--- src/rtl/multicycle_control.sv ---
// Multicycle LEGv8 control FSM: steps each instruction through FETCH/DECODE/EXECUTE/MEM/WB,
// drives datapath strobes per state, and traps on illegal opcodes or memory wait timeouts.
module multicycle_control #(
  parameter int OPCODE_W    = 11,
  parameter int MEM_TIMEOUT = 16,
  parameter int CNT_W       = 5
) (
  input  logic                clk,
  input  logic                reset,
  input  logic [OPCODE_W-1:0] opcode,
  input  logic                mem_ready,
  output logic                imem_read,
  output logic                ir_write,
  output logic                pc_write,
  output logic                mem_read,
  output logic                mem_write,
  output logic                reg_write,
  output logic                alu_src,
  output logic                update_sreg,
  output logic                readreg2_control,
  output logic                write_reg_src,
  output logic [1:0]          alu_op,
  output logic [1:0]          mem_to_reg,
  output logic [2:0]          branch_op,
  output logic [2:0]          state,
  output logic                trap,
  output logic [1:0]          trap_cause,
  output logic                instr_done
);

  typedef enum logic [2:0] {
    S_FETCH   = 3'b000,
    S_DECODE  = 3'b001,
    S_EXECUTE = 3'b010,
    S_MEM     = 3'b011,
    S_WB      = 3'b100,
    S_TRAP    = 3'b111
  } state_t;

  typedef enum logic [3:0] {
    C_NONE, C_R, C_I, C_CMP, C_CMPI, C_LOAD, C_STORE,
    C_B, C_BL, C_BCOND, C_CBZ, C_CBNZ, C_BR
  } op_class_t;

  localparam logic [2:0] BCOND_OP_ALU  = 3'b101;
  localparam logic [1:0] CAUSE_ILLEGAL = 2'b01;
  localparam logic [1:0] CAUSE_TIMEOUT = 2'b10;
  localparam logic [CNT_W-1:0] CNT_LAST = CNT_W'(MEM_TIMEOUT - 1);

  function automatic op_class_t classify(input logic [OPCODE_W-1:0] op);
    casez (op)
      11'b10001011000, 11'b11001011000,
      11'b10001010000, 11'b10101010000: classify = C_R;
      11'b1001000100?, 11'b1101000100?,
      11'b1001001000?, 11'b1011001000?: classify = C_I;
      11'b11101011000:                  classify = C_CMP;
      11'b1111000100?:                  classify = C_CMPI;
      11'b11111000010:                  classify = C_LOAD;
      11'b11111000000:                  classify = C_STORE;
      11'b000101?????:                  classify = C_B;
      11'b100101?????:                  classify = C_BL;
      11'b01010100???:                  classify = C_BCOND;
      11'b10110100???:                  classify = C_CBZ;
      11'b10110101???:                  classify = C_CBNZ;
      11'b11010110000:                  classify = C_BR;
      default:                          classify = C_NONE;
    endcase
  endfunction

  state_t              state_q, state_d;
  logic [CNT_W-1:0]    cnt_q, cnt_d;
  logic [OPCODE_W-1:0] op_q;
  logic [1:0]          cause_q, cause_d;
  logic                boot_q;
  op_class_t           cls;

  assign cls        = classify(op_q);
  assign state      = state_q;
  assign trap       = (state_q == S_TRAP);
  assign trap_cause = cause_q;

  // boot_q holds the FSM idle, strobes low, for the cycle right after reset
  always_ff @(posedge clk) begin
    if (reset) begin
      state_q <= S_FETCH;
      cnt_q   <= '0;
      op_q    <= '0;
      cause_q <= '0;
      boot_q  <= 1'b1;
    end else begin
      state_q <= state_d;
      cnt_q   <= cnt_d;
      cause_q <= cause_d;
      boot_q  <= 1'b0;
      if (state_q == S_DECODE) op_q <= opcode;
    end
  end

  always_comb begin
    state_d          = state_q;
    cnt_d            = '0;
    cause_d          = cause_q;
    imem_read        = 1'b0;
    ir_write         = 1'b0;
    pc_write         = 1'b0;
    mem_read         = 1'b0;
    mem_write        = 1'b0;
    reg_write        = 1'b0;
    alu_src          = 1'b0;
    update_sreg      = 1'b0;
    readreg2_control = 1'b0;
    write_reg_src    = 1'b0;
    alu_op           = 2'b00;
    mem_to_reg       = 2'b00;
    branch_op        = 3'b000;
    instr_done       = 1'b0;

    if (!reset && !boot_q) begin
      if (state_q == S_EXECUTE || state_q == S_MEM || state_q == S_WB) begin
        case (cls)
          C_R:     alu_op = 2'b10;
          C_I:     begin alu_src = 1'b1; alu_op = 2'b10; end
          C_CMP:   begin update_sreg = 1'b1; alu_op = 2'b10; end
          C_CMPI:  begin alu_src = 1'b1; update_sreg = 1'b1; alu_op = 2'b10; end
          C_LOAD:  begin alu_src = 1'b1; mem_to_reg = 2'b01; end
          C_STORE: begin alu_src = 1'b1; readreg2_control = 1'b1; end
          C_BL:    begin write_reg_src = 1'b1; alu_op = 2'b01; mem_to_reg = 2'b10; end
          C_CBZ, C_CBNZ: begin readreg2_control = 1'b1; alu_op = 2'b01; end
          C_B, C_BCOND, C_BR: alu_op = 2'b01;
          default: ;
        endcase
      end

      case (state_q)
        S_FETCH, S_MEM: begin
          if (state_q == S_FETCH) begin
            imem_read = 1'b1;
            ir_write  = mem_ready;
            pc_write  = mem_ready;
          end else begin
            mem_read   = (cls == C_LOAD);
            mem_write  = (cls == C_STORE);
            instr_done = (cls == C_STORE) && mem_ready;
          end
          if (mem_ready) begin
            if (state_q == S_FETCH) state_d = S_DECODE;
            else                    state_d = (cls == C_LOAD) ? S_WB : S_FETCH;
          end else if (cnt_q == CNT_LAST) begin
            state_d = S_TRAP;
            cause_d = CAUSE_TIMEOUT;
          end else begin
            cnt_d = cnt_q + 1'b1;
          end
        end
        S_DECODE: begin
          if (classify(opcode) == C_NONE) begin
            state_d = S_TRAP;
            cause_d = CAUSE_ILLEGAL;
          end else begin
            state_d = S_EXECUTE;
          end
        end
        S_EXECUTE: begin
          case (cls)
            C_R, C_I, C_BL:   state_d = S_WB;
            C_LOAD, C_STORE:  state_d = S_MEM;
            default:          begin state_d = S_FETCH; instr_done = 1'b1; end
          endcase
          case (cls)
            C_B, C_BL: branch_op = 3'b001;
            C_BCOND:   branch_op = 3'b010;
            C_CBZ:     branch_op = 3'b011;
            C_CBNZ:    branch_op = 3'b100;
            C_BR:      branch_op = BCOND_OP_ALU;
            default:   branch_op = 3'b000;
          endcase
          pc_write = (branch_op != 3'b000);
        end
        S_WB: begin
          reg_write  = 1'b1;
          instr_done = 1'b1;
          state_d    = S_FETCH;
        end
        default: state_d = S_TRAP;
      endcase
    end
  end

endmodule

--- config.mk ---
export PLATFORM = sky130hd
export DESIGN_NAME = multicycle_control
export DESIGN_NICKNAME = d
export VERILOG_FILES = /design/src/rtl/multicycle_control.sv
export SDC_FILE = /design/constraint.sdc
export NUM_CORES = 1
export LEC_CHECK = 0
export ABC_AREA = 1
export CORE_MARGIN = 4
export CORE_UTILIZATION = 51
export CTS_CLUSTER_DIAMETER = 40
export DETAILED_ROUTE_END_ITERATION = 16
export MAX_ROUTING_LAYER = met4
export PLACE_DENSITY_LB_ADDON = 0.1
export RECOVER_POWER = 25
export SYNTH_ARGS = -nofsm -noshare
export SYNTH_HDL_FRONTEND = slang
export SYNTH_SLANG_ARGS = --single-unit
--- constraint.sdc ---
create_clock -name clk -period 2 [get_ports clk]
set_input_delay 0.4 -clock clk [delete_from_list [all_inputs] [get_ports clk]]
set_output_delay 0.4 -clock clk [all_outputs]
set_load 0.005 [all_outputs]
==> results of run 1 <==
[cell families after synthesis]
| group | after synthesis | share of synthesized area [%] |
|---|---|---|
| adder cells (fa/ha/maj) | 2 | 1.367 |
| buffers and inverters | 62 | 12.92 |
| XOR/XNOR | 1 | 0.4786 |
| flip-flops | 22 | 24.06 |
| AO/OA/AOI/OAI | 51 | 14.83 |
| AND/OR/NAND/NOR | 196 | 46.34 |
[timing repair]
item / 4_1_cts
gates cloned: 0
endpoints found under the setup margin: 19
endpoints found under the hold margin: 0
pin swaps: 31
buffers inserted: 8
resized for setup: 136
[metal layers]
layer  GRT overflow  global-route usage (%)
met1              0                   63.89
met2              1                   84.45
met3              0                   45.81
met4              1                   61.54
met5              -                       -
[through the flow]
stage	hold WS [ns]	area, sq um	setup slack (ns)	utilization [%]
after floorplan	0.4176	1831	0.3029	-
after CTS	0.4620	3022	-0.2502	89.15
after global placement	0.4323	2728	-0.3495	80.47
after detailed placement	0.4458	2728	-0.3876	80.47
==> impl_metrics.csv, run 1 <==
group,metric,value,unit
logic_synthesis,synth_common_cells,"nor2_1 (69), nand2_1 (67), inv_1 (54), nand3_1 (29), a21oi_1 (26)",
logic_synthesis,synth-edff-count,0,
logic_synthesis,netlist_instances,334,
logic_synthesis,synth_area_leader_cell,"dfxtp_1",
logic_synthesis,yosys-top-cells-area,"dfxtp_1 (24%), nor2_1 (14%), nand2_1 (14%)",
outcome,error_line,"[ERROR GRT-0232] Routing congestion too high. Check the congestion heatmap in the GUI.",
sta,endpoint_type,"primary output",
logic_synthesis,ys_seq_area_share,24.06,%
clocking,cts-root-buf,"clkbuf_4",
logic_synthesis,synth.most_common_cell,"nor2_1",
logic_synthesis,synthArstFlopShare,0,%
logic_synthesis,postSynthAreaPerCell,5.481,sq um
placed_design,portBuffers,37,
global_routing,track_usage,65.64,%
floorplanning,io_pins,38,
logic_synthesis,synthesis.nets,350,
outcome,haltStage,"global routing",
clocking,hold_buffers,0,
floorplanning,die_h,67.91,um
placed_design,place_inst,478,
logic_synthesis,yosysTopAreaCellShare,24.06,%
logic_synthesis,syn_area,1831,sq um
clocking,htree_levels,1,
logic_synthesis,ys_seq_elements,22,
floorplanning,rows,21,
outcome,status,"did not finish",
clocking,clock-sinks,22,
clocking,clockBufferDepth,2,
floorplanning,start_util,54.01,%
floorplanning,fp.dieW,67.91,um
sta,crit_endpoint,"alu_src",
clocking,numCtsBuffers,3,
global_routing,grt_max_degree,23,
logic_synthesis,yosysUniqueCellTypes,27,
placed_design,hpwl,4504,um
logic_synthesis,yosysWarnings,0,
logic_synthesis,synthFlopType,"dfxtp_1",
placed_design,gp_congestion,0.9830,
global_routing,grt_overflow_total,2,
==> run 2, diff against run 1 <==
--- a/config.mk
+++ b/config.mk
@@ -7,11 +7,9 @@
 export LEC_CHECK = 0
 export ABC_AREA = 1
 export CORE_MARGIN = 4
-export CORE_UTILIZATION = 51
-export CTS_CLUSTER_DIAMETER = 40
+export CORE_UTILIZATION = 40
 export DETAILED_ROUTE_END_ITERATION = 16
-export MAX_ROUTING_LAYER = met4
-export PLACE_DENSITY_LB_ADDON = 0.1
+export PLACE_DENSITY_LB_ADDON = 0.15
 export RECOVER_POWER = 25
 export SYNTH_ARGS = -nofsm -noshare
 export SYNTH_HDL_FRONTEND = slang
==> impl_metrics.csv, run 2 <==
group,metric,value,unit
outcome,status,"finished with violations",
outcome,violations,"setup timing",
layout,regMostFlops,"op_q",
job,maxCapViolCount,0,
layout,antenna_cells,0,
logic_synthesis,yosysUniqueCellTypes,27,
pwr,p_sw,698.1,uW
sta,max_slew_margin,75.16,%
routing,drc,0,
logic_synthesis,ys_seq_area_share,24.06,%
sta,period_minus_slack,2.219,ns
pwr,power.share.sequential,32.6,%
setup_path,critPathArrivalTime,1.82,ns
floorplanning,core_area,4384,sq um
clocking,clockBufferDepth,2,
floorplanning,die_h,75.65,um
logic_synthesis,yosysWarnings,0,
pwr,p_leak,0.001705,uW
pwr,pwr-share-clk,16.7,%
placed_design,portBuffers,37,
pwr,peakVddDrop,0.0004489,V
logic_synthesis,synthArstFlopShare,0,%
layout,final_cell_mix,"buf_4 (86), nand2_1 (57), nor2_1 (53)",
floorplanning,fp.dieW,75.65,um
global_routing,grt_overflow_total,0,
placed_design,hpwl,4394,um
global_routing,track_usage,22.21,%
floorplanning,io_pins,38,
setup_path,worstSetupEndpointType,"primary output",
logic_synthesis,synth-edff-count,0,
floorplanning,rows,24,
placed_design,gp_congestion,0.9411,
pwr,p_int,1093,uW
sta,finalCritPeriodShare,110.9,%
layout,largest_reg_flops,11,
sta,timing.final.ws_setup,-0.2186,ns
setup_path,path_class,"register to primary output",
setup_path,worst-path-max-fanout,4,
setup_path,reg2regPathDepth,12,
global_routing,grt_pass1_wl,10120,um
floorplanning,start_util,41.75,%
pwr,switching_share,38.98,%
logic_synthesis,synth_area_leader_cell,"dfxtp_1",
sta,holdWs,0.4519,ns
clocking,numCtsBuffers,3,
hold_path,hold_depth,1,
hold_path,hold_class,"register to register",
global_routing,antenna_found_initial,0,
logic_synthesis,synthFlopType,"dfxtp_1",
logic_synthesis,synth_common_cells,"nor2_1 (69), nand2_1 (67), inv_1 (54), nand3_1 (29), a21oi_1 (26)",
layout,fin_nets,482,
layout,final_common_cell,"buf_4",
sta,worstMarginPinSlew,0.3722,ns
clocking,cts-root-buf,"clkbuf_8",
placed_design,place_area,2795,sq um
setup_path,critPathLaunchType,"register",
routing,num_vias,2706,
pwr,combPwrFrac,50.7,%
clocking,clk_pin_slew,0.07,ns
clocking,clock-sinks,22,
sta,max_freq,450.7,MHz
routing,wl_per_cell,13.29,um
routing,wl,6869,um
logic_synthesis,synthesis.nets,350,
logic_synthesis,ys_seq_elements,22,
layout,fillers,348,
setup_path,cp.required,1.60,ns
logic_synthesis,yosysTopAreaCellShare,24.06,%
floorplanning,fp.dieArea,5723,sq um
routing,final_antenna_net_count,0,
sta,finalSetupViolations,9,
logic_synthesis,syn_area,1831,sq um
clocking,htree_levels,1,
logic_synthesis,postSynthAreaPerCell,5.481,sq um
global_routing,grt_pass1_vias,2371,
layout,syn_to_final_growth,79.22,%
logic_synthesis,netlist_instances,334,
sta,rsz0062_at_grt,"true",
sta,hold_violations,0,
global_routing,grt_max_degree,21,
sta,skew,0.004244,ns
logic_synthesis,yosys-top-cells-area,"dfxtp_1 (24%), nor2_1 (14%), nand2_1 (14%)",
logic_synthesis,synth.most_common_cell,"nor2_1",
routing,avgViaCountPerCell,5.234,
pwr,pwr_density_cell,545.8,nW/um^2
clocking,insertion_delay,0.25,ns
layout,drive_above_1_share,40.22,%
clocking,cts_tree,"done",
routing,drtIter0Drc,159,
layout,fin_area,3281,sq um
sta,slew_violations,0,
routing,dr.pass1.iters,5,
[run 2: critical path, cell delays in order (launching register included)]
cell	delay, ns
dfxtp_4	0.40
inv_4	0.07
nand2_4	0.08
nor3_4	0.04
buf_4	0.12
buf_4	0.12
nand4_1	0.10
buf_4	0.13
nand3_1	0.05
a31oi_1	0.16
nand2_1	0.08
a21oi_2	0.10
buf_2	0.11
[run 2: routing by layer]
metal  vias to the layer above  share of wire [%]  global-route usage, %  wire [um]
li1                       1347                  -                      -          -
met1                      1216                 41                  28.53       2842
met2                       119                 49                  38.16       3344
met3                        24                6.3                  2.375        434
met4                         0                3.6                  8.350        248
met5                         -                  0                      0          0
[run 2: power groups by stage]
| stage | registers [uW] | logic (uW) | clock network, uW |
|---|---|---|---|
| floorplan | 554 | 312 | 0 |
| global placement | 558 | 667 | 0 |
| detailed placement | 558 | 675 | 0 |
| CTS | 570 | 808 | 310 |
| global route | 592 | 976 | 331 |
| finish | 583 | 908 | 299 |
[run 2: final cells by class]
cell class	count	area, sq um	share of cell area (%)
Clock buffer	4	55.05	1.678
Inverter	58	227.7	6.941
Multi-Input combinational cell	250	1430	43.59
Sequential cell	22	473.0	14.42
Tap cell	52	65.06	1.983
Timing Repair Buffer	131	1030	31.39
[run 2: what timing repair did]
action                     4_1_cts  5_1_grt
setup endpoints to repair       19       19
gates resized for setup        121       45
hold buffers                     0        0
pin swaps                       25       27
buffers inserted                16        7
[run 2: logic make-up after synthesis]
family / synth area share [%]
DFF: 24.06
buffers and inverters: 12.92
xor gates and xnor gates: 0.4786
AOI/OAI and AO/OA: 14.83
adders and majority gates: 1.367
and+or+nand+nor: 46.34
[run 2: worst paths after layout]
path	start	endpoint	slack, ns
worst min-delay path	cnt_q[0]$_SDFF_PP0_	cnt_q[0]$_SDFF_PP0_	0.45
worst max register to register	state[0]$_SDFFE_PP0P_	trap_cause[1]$_SDFFE_PP0P_	0.02
worst max-delay path	op_q[8]$_SDFFE_PP0P_	alu_src	-0.22
worst min register to register	cnt_q[0]$_SDFF_PP0_	cnt_q[0]$_SDFF_PP0_	0.45
[run 2: through the flow]
stage | setup slack (ns) | cells | power [uW] | util [%] | setup TNS, ns
CTS | -0.2312 | 511 | 1687 | 71.38 | -0.7108
global route | -0.3407 | 517 | 1899 | 74.83 | -2.932
finish | -0.2186 | 517 | 1791 | 74.83 | -1.001
global placement | -0.3719 | 492 | 1225 | 63.76 | -5.711
detailed placement | -0.4248 | 492 | 1233 | 63.76 | -6.468
floorplan | 0.3029 | 334 | 865.5 | - | 0
Note: power is estimated with default switching activity, not from simulation.
